`src/rtl/mbist_march_ctrl.sv`:
```
// mbist_march_ctrl: March C- sequencer driving an external address counter and a memory under test.
// Control outputs decode the registered state; the compare runs one cycle behind each read.
module mbist_march_ctrl #(
  parameter int ADDR_W = 10,
  parameter int DATA_W = 8
) (
  input  logic              clk,
  input  logic              rst_n,
  input  logic              start,
  input  logic [ADDR_W-1:0] cnt_q,
  output logic [ADDR_W-1:0] cnt_din,
  output logic              cnt_ld,
  output logic              cnt_ud,
  output logic              cnt_en,
  output logic              mem_cs,
  output logic              mem_we,
  output logic [DATA_W-1:0] mem_wdata,
  input  logic [DATA_W-1:0] mem_rdata,
  output logic              busy,
  output logic              done,
  output logic              pass,
  output logic [ADDR_W-1:0] fail_addr,
  output logic [2:0]        fail_elem
);
  typedef enum logic [2:0] {IDLE, SETUP, RUN, DRAIN, DONE} state_t;
  state_t state;
  logic [2:0] elem, rd_elem;
  logic op, run, up, single, rd_op, wr_op, last_op, last_addr, rd_bg, wr_bg, mism, fail;
  logic rd_v, rd_exp;
  logic [ADDR_W-1:0] rd_addr;
  always_comb begin
    run = state == RUN;
    up = !(elem == 3'd3 || elem == 3'd4);
    single = elem == 3'd0 || elem == 3'd5;
    rd_bg = elem == 3'd2 || elem == 3'd4;
    wr_bg = elem == 3'd1 || elem == 3'd3;
    rd_op = run && !op && elem != 3'd0;
    wr_op = run && (elem == 3'd0 || op);
    last_op = single || op;
    last_addr = up ? &cnt_q : ~|cnt_q;
    cnt_ld = state == SETUP;
    cnt_en = cnt_ld || (run && last_op && !last_addr);
    cnt_ud = cnt_en && up;
    cnt_din = {ADDR_W{cnt_ld && !up}};
    mem_cs = run;
    mem_we = wr_op;
    mem_wdata = {DATA_W{wr_op && wr_bg}};
    mism = rd_v && mem_rdata != {DATA_W{rd_exp}};
  end
  always_ff @(posedge clk or negedge rst_n)
    if (!rst_n) begin
      state <= IDLE;
      elem <= '0;
      op <= 1'b0;
      busy <= 1'b0;
      done <= 1'b0;
      pass <= 1'b0;
      fail <= 1'b0;
      fail_addr <= '0;
      fail_elem <= '0;
      rd_v <= 1'b0;
      rd_exp <= 1'b0;
      rd_addr <= '0;
      rd_elem <= '0;
    end else begin
      rd_v <= rd_op;
      rd_exp <= rd_bg;
      rd_addr <= cnt_q;
      rd_elem <= elem;
      // only the first miscompare is recorded
      if (mism && !fail) begin
        fail <= 1'b1;
        fail_addr <= rd_addr;
        fail_elem <= rd_elem;
      end
      case (state)
        IDLE, DONE: if (start) begin
          state <= SETUP;
          elem <= '0;
          op <= 1'b0;
          busy <= 1'b1;
          done <= 1'b0;
          pass <= 1'b0;
          fail <= 1'b0;
          fail_addr <= '0;
          fail_elem <= '0;
        end
        SETUP: begin
          state <= RUN;
          op <= 1'b0;
        end
        RUN: begin
          op <= !last_op;
          if (last_op && last_addr) begin
            state <= elem == 3'd5 ? DRAIN : SETUP;
            elem <= elem + 3'd1;
          end
        end
        DRAIN: begin
          state <= DONE;
          busy <= 1'b0;
          done <= 1'b1;
          pass <= !(fail || mism);
        end
        default: state <= IDLE;
      endcase
    end
endmodule

```
`config.mk`:
```
export PLATFORM = sky130hd
export DESIGN_NAME = mbist_march_ctrl
export DESIGN_NICKNAME = d
export VERILOG_FILES = /design/src/rtl/mbist_march_ctrl.sv
export SDC_FILE = /design/constraint.sdc
export NUM_CORES = 1
export LEC_CHECK = 0
export ABC_AREA = 1
export CORE_ASPECT_RATIO = 0.5
export CORE_MARGIN = 5
export CORE_UTILIZATION = 50
export CTS_BUF_LIST = sky130_fd_sc_hd__clkbuf_16
export CTS_CLUSTER_SIZE = 20
export DETAILED_ROUTE_END_ITERATION = 12
export GPL_TIMING_DRIVEN = 0
export PLACE_DENSITY = 0.82
export SYNTH_ARGS = -nofsm -noshare
export SYNTH_HDL_FRONTEND = slang
export SYNTH_SLANG_ARGS = --single-unit
```
`constraint.sdc`:
```
create_clock -name clk -period 5.7 [get_ports clk]
set_clock_uncertainty 0.2 [all_clocks]
set_input_delay 1.14 -clock clk [delete_from_list [all_inputs] [get_ports clk]]
set_output_delay 1.14 -clock clk [all_outputs]
set_load 0.02 [all_outputs]
```
Yosys cells after proc, flatten, opt, wreduce, memory -nomap -nowiden
Index checks and enable logic that the tools add are counted.
- equal/unequal tests: 12
- add/subtract/negate cells: 1
- muxes and demuxes: 23
- reduce and logical (&&, ||, !) cells: 39
- operators with widths (kind ; count):
    two-way mux 10 bit ; 3
    two-way mux 3 bit ; 7
    == test 3 x 2 -> 1 bit (second input constant) ; 4
    one-hot mux 3 bit (4 select lines) ; 1
    logical AND 1 bit ; 11
    AND reduction 10 bit ; 1
    OR reduction 10 bit ; 1
    == test 3 bit (second input constant) ; 3
    logical OR 1 bit ; 8
    inequality test 8 bit ; 1
    logical NOT 1 bit ; 7
    == test 3 x 1 -> 1 bit (second input constant) ; 2
    logical NOT 3 bit ; 2
    two-way mux 1 bit ; 6
    one-hot mux 1 bit (2 select lines) ; 3
    one-hot mux 3 bit (2 select lines) ; 1
    AND reduction 2 bit ; 3
    nonzero test 3 bit ; 2
    nonzero test 2 bit ; 2
    adder 3 x 1 -> 3 bit (second input constant) ; 1
    one-hot mux 1 bit (3 select lines) ; 1
    AND reduction 3 bit ; 1
    two-way mux 2 bit ; 1
    inequality test 2 x 1 -> 1 bit (second input constant) ; 1
    2 further kinds ; 2
- logic and storage cells: 88
- register bits: 39

Depth between registers and ports, before layout
- word-level depth: 7
- gate-level depth with buffers: 11
- gate-level depth less buffers: 11

Least setup slack after synthesis
No wires, ideal clock.
- path kind: register to output
- start: register state[2]
- end: output cnt_din[1]
- data required time: 4.360 ns
- slack: 2.296 ns
- arrival time: 2.064 ns
- cell stages (with the launch flop): 5
- cell sequence: dfrtp_1 -> nor3_1 -> inv_1 -> nor2_1 -> buf_4
- longest elaborated chain between the ends: 2
- ends and longest elaborated chain (element ; RTL line ; RTL):
    start: declaration ; 26 ; state_t state;
    start signal: assignment ; 95 ; state <= elem == 3'd5 ? DRAIN : SETUP;
    == test 3 x 1 -> 1 bit ; 41 ; cnt_ld = state == SETUP;
    net cnt_ld ; 12 ; output logic cnt_ld,
    logical AND 1 bit ; 44 ; cnt_din = {ADDR_W{cnt_ld && !up}};
    end: declaration ; 11 ; output logic [ADDR_W-1:0] cnt_din,
The timed path passes the listed nets, and every way through them passes these cells.

Worst setup path in the final report
- start: input cnt_q[1]
- end: output cnt_ud
- longest elaborated chain between the ends: 7
- elaborated cells on any way between the ends: 8
- ends and longest elaborated chain (element ; RTL line ; RTL):
    start: declaration ; 10 ; input logic [ADDR_W-1:0] cnt_q,
    OR reduction 10 bit ; 40 ; last_addr = up ? &cnt_q : ~|cnt_q;
    logical NOT 1 bit ; 40 ;
    two-way mux 1 bit (*) ; 40 ;
    logical NOT 1 bit (*) ; 42 ; cnt_en = cnt_ld || (run && last_op && !last_addr);
    logical AND 1 bit (*) ; 42 ;
    logical OR 1 bit (*) ; 42 ;
    logical AND 1 bit (*) ; 43 ; cnt_ud = cnt_en && up;
    end: declaration ; 13 ; output logic cnt_ud,
Mark *: on every way between the ends. The rest lies on a longest branch, timed or not.

==> results.sh <==
export IMPL_syn_inst=239
export IMPL_syn_to_final_growth_pct=40.7
export IMPL_clk_path_buf_depth=2
export IMPL_synth_top_area_frac=0.500
export IMPL_p_leak_nw=1.40
export IMPL_portBuffers=59
export IMPL_hold_path_class="reg -> reg"
export IMPL_vias_per_cell=4.62
export IMPL_core_area_um2=3820
export IMPL_grt_usage=0.188
export IMPL_min_period_ns=4.19
export IMPL_synth_largest_area_cell="dfrtp_1"
export IMPL_r2r_slack_ns=3.78
export IMPL_hpwlAfterDp_um=3350
export IMPL_first_pass_iters=4
export IMPL_hold_depth=2
export IMPL_clk_pin_slew_ns=0.06
export IMPL_antenna_cells=0
export IMPL_ios=60
export IMPL_slew_headroom=0.425
export IMPL_final_nets=331
export IMPL_postCtsResizedCells=0
export IMPL_antenna_found_initial=0
export IMPL_cts_sinks=39
export IMPL_crit_arrival_ns=2.85
export IMPL_r2r_end="elem[2]$_DFFE_PN0P_"
export IMPL_hp_start="rd_addr[1]$_DFF_PN0_"
export IMPL_synth_area_um2=1950
export IMPL_fin_tns_setup_ns=0
export IMPL_cp_top_family="buffers and inverters"
export IMPL_postCtsSetupBuffers=0
export IMPL_reg2reg_from="elem[0]$_DFFE_PN0P_"
export IMPL_grt_pass1_wl_um=7660
export IMPL_crit_path_frequent_cell="clkdlybuf4s50_1"
export IMPL_stdcell_area_um2=2750
export IMPL_critPathSlowestCell="clkdlybuf4s50_1"
export IMPL_syn_area_per_cell_um2=8.16
export IMPL_start_kind="primary input"
export IMPL_rr_worst_depth=10
export IMPL_drive_gt1_frac=0.137
export IMPL_ant_nets=0
export IMPL_status="completed"
export IMPL_die_h_um=54.2
export IMPL_cap_violations=0
export IMPL_worst_skew_pair_late_latency_ns=0.28
export IMPL_via_count=1662
export IMPL_placed_area_um2=2600
export IMPL_wl_um=4590
export IMPL_cts_tree="done"
export IMPL_initial_core_util=0.510
export IMPL_cp_num_buf_inv=2
export IMPL_critPathKind="in -> out"
export IMPL_cpPeakStageDelay_ns=0.54
export IMPL_grt_max_degree=40
export IMPL_syn_nets=265
export IMPL_hold_viol=0
export IMPL_ys_top_cells_by_area="dfrtp_1, nand2_1, nor2_1"
export IMPL_total_power_mw=1.30
export IMPL_crit_fanout=3
export IMPL_wl_per_cell_um=12.8
export IMPL_yosys_warnings=0
export IMPL_first_iter_violations=41
export IMPL_setup_violations_final=0
export IMPL_tightest_slew_ns=0.862
export IMPL_tritoncts_num_buffers=5
export IMPL_fp_dieW_um=98.3
export IMPL_synth_seq_area_share=0.500
export IMPL_postCtsHoldBufs=0
export IMPL_final_max_slew_viol_count=0
export IMPL_min_to="fail_addr[1]$_DFF_PN0_"
export IMPL_cp_required_ns=4.36
export IMPL_max_vdd_ir_drop_uv=204
export IMPL_ys_seq_elements=39
export IMPL_overflow=0
export IMPL_cp_end_kind="primary output"
export IMPL_layout_worst_path_cycle_share=0.735
export IMPL_die_area_um2=5330
export IMPL_gp_congestion=0.820
export IMPL_rsz0062_at_grt="false"
export IMPL_rows=16
export IMPL_drc=0
export IMPL_htreeDepth=2
export IMPL_max_freq_mhz=239
export IMPL_synth_cell_types=27
export IMPL_worstPathCellList="clkdlybuf4s50_1 -> or2_2 -> nor2_1 -> nand2_1 -> nand4_1 -> a21oi_1 -> clkdlybuf4s50_1"
export IMPL_grt_pass1_vias=1649
export IMPL_root_buffer="clkbuf_16"
export IMPL_powerDensity_nw_per_um2=472
power by group:
group	switching [mW]	total [mW]	internal (mW)
Combinational	0.349	0.608	0.259
Sequential	0.0572	0.421	0.364
Clock	0.107	0.267	0.159
kinds of logic (layout without fill, tap and decap cells):
family          after synthesis  count (layout)  synth area share
simple gates                137             137             0.307
compound gates                7               7            0.0263
flops                        39              39             0.500
buf+inv                      51             118             0.135
fa+ha+maj                     5               5            0.0321
worst min-delay path: stages (launching register included):
cell and delay [ns]:
dfrtp_1 0.32, nor2_1 0.04, nor2_1 0.08
metrics by stage:
stage | worst slack [ns] | util | hold slack (ns) | instances
3_5_place_dp | 1.52 | 0.681 | 0.266 | 352
2_1_floorplan | 2.30 | - | 0.220 | 239
3_3_place_gp | 1.55 | 0.682 | 0.257 | 352
4_1_cts | 1.52 | 0.718 | 0.282 | 360
5_1_grt | 1.40 | 0.718 | 0.308 | 360
6_report | 1.51 | 0.718 | 0.278 | 360
synth_stat cells:
library cell  instances
nand3_2               2
and2_0                1
nand4_2               1
nor3_4                1
nand3_1               4
dfrtp_1              39
nand4_1               5
nor2_4                1
nand2_4               1
nand2_2               1
a21oi_4               1
inv_4                 1
nor3_1                4
buf_4                18
nor2_1               45
inv_1                28
a31oi_1               1
ha_1                  5
o21ai_2               1
or2_0                 1
nand2_1              68
a21oi_1               3
or2_2                 1
o21ai_0               1
nor2_2                1
buf_2                 1
inv_2                 3
worst max-delay path by stage:
stage | from | end | slack, ns | cells after the start
after floorplan | state[2]$_DFFE_PN0P_ | cnt_din[1] | 2.30 | 4
after global placement | cnt_q[1] | cnt_ud | 1.55 | 7
after detailed placement | cnt_q[8] | cnt_ud | 1.52 | 8
after CTS | cnt_q[8] | cnt_ud | 1.52 | 8
after global routing | cnt_q[8] | cnt_ud | 1.40 | 8
final | cnt_q[1] | cnt_ud | 1.51 | 7
final cells by class:
type                       instances  area, um2
inverter                          32        123
sequential                        39        976
fill                             296       1080
timing repair buffer              59        586
clock buffer                       5        125
buffer                            19        140
tap                               54       67.6
multi-input combinational        149        712
clock inverter                     3       16.3
state kept, by name (all words and copies together) (netlist names), 3 cells and up:
signal and count:
fail_addr 10, rd_addr 10, elem 3, fail_elem 3, rd_elem 3, state 3
cells in the final DEF (no fill, tap or decap), types with 2 or more instances in the layout:
master           count
inv_2                3
nand3_2              2
nand3_1              4
ha_1                 5
buf_4               18
clkbuf_16            5
nand4_1              5
nor2_1              45
nand2_1             68
nor3_1               4
dfrtp_1             39
clkdlybuf4s50_1     58
a21oi_1              3
buf_2                2
inv_1               29
routing by layer:
layer,global-route usage,vias to the layer above,wire (um),share of wire
li1,-,846,-,-
met1,0.229,764,2040,0.44
met2,0.337,40,2270,0.49
met3,0.0427,12,182,0.040
met4,0.0680,0,98,0.021
met5,0,-,0,0
Note: power is estimated with default switching activity, not from simulation.
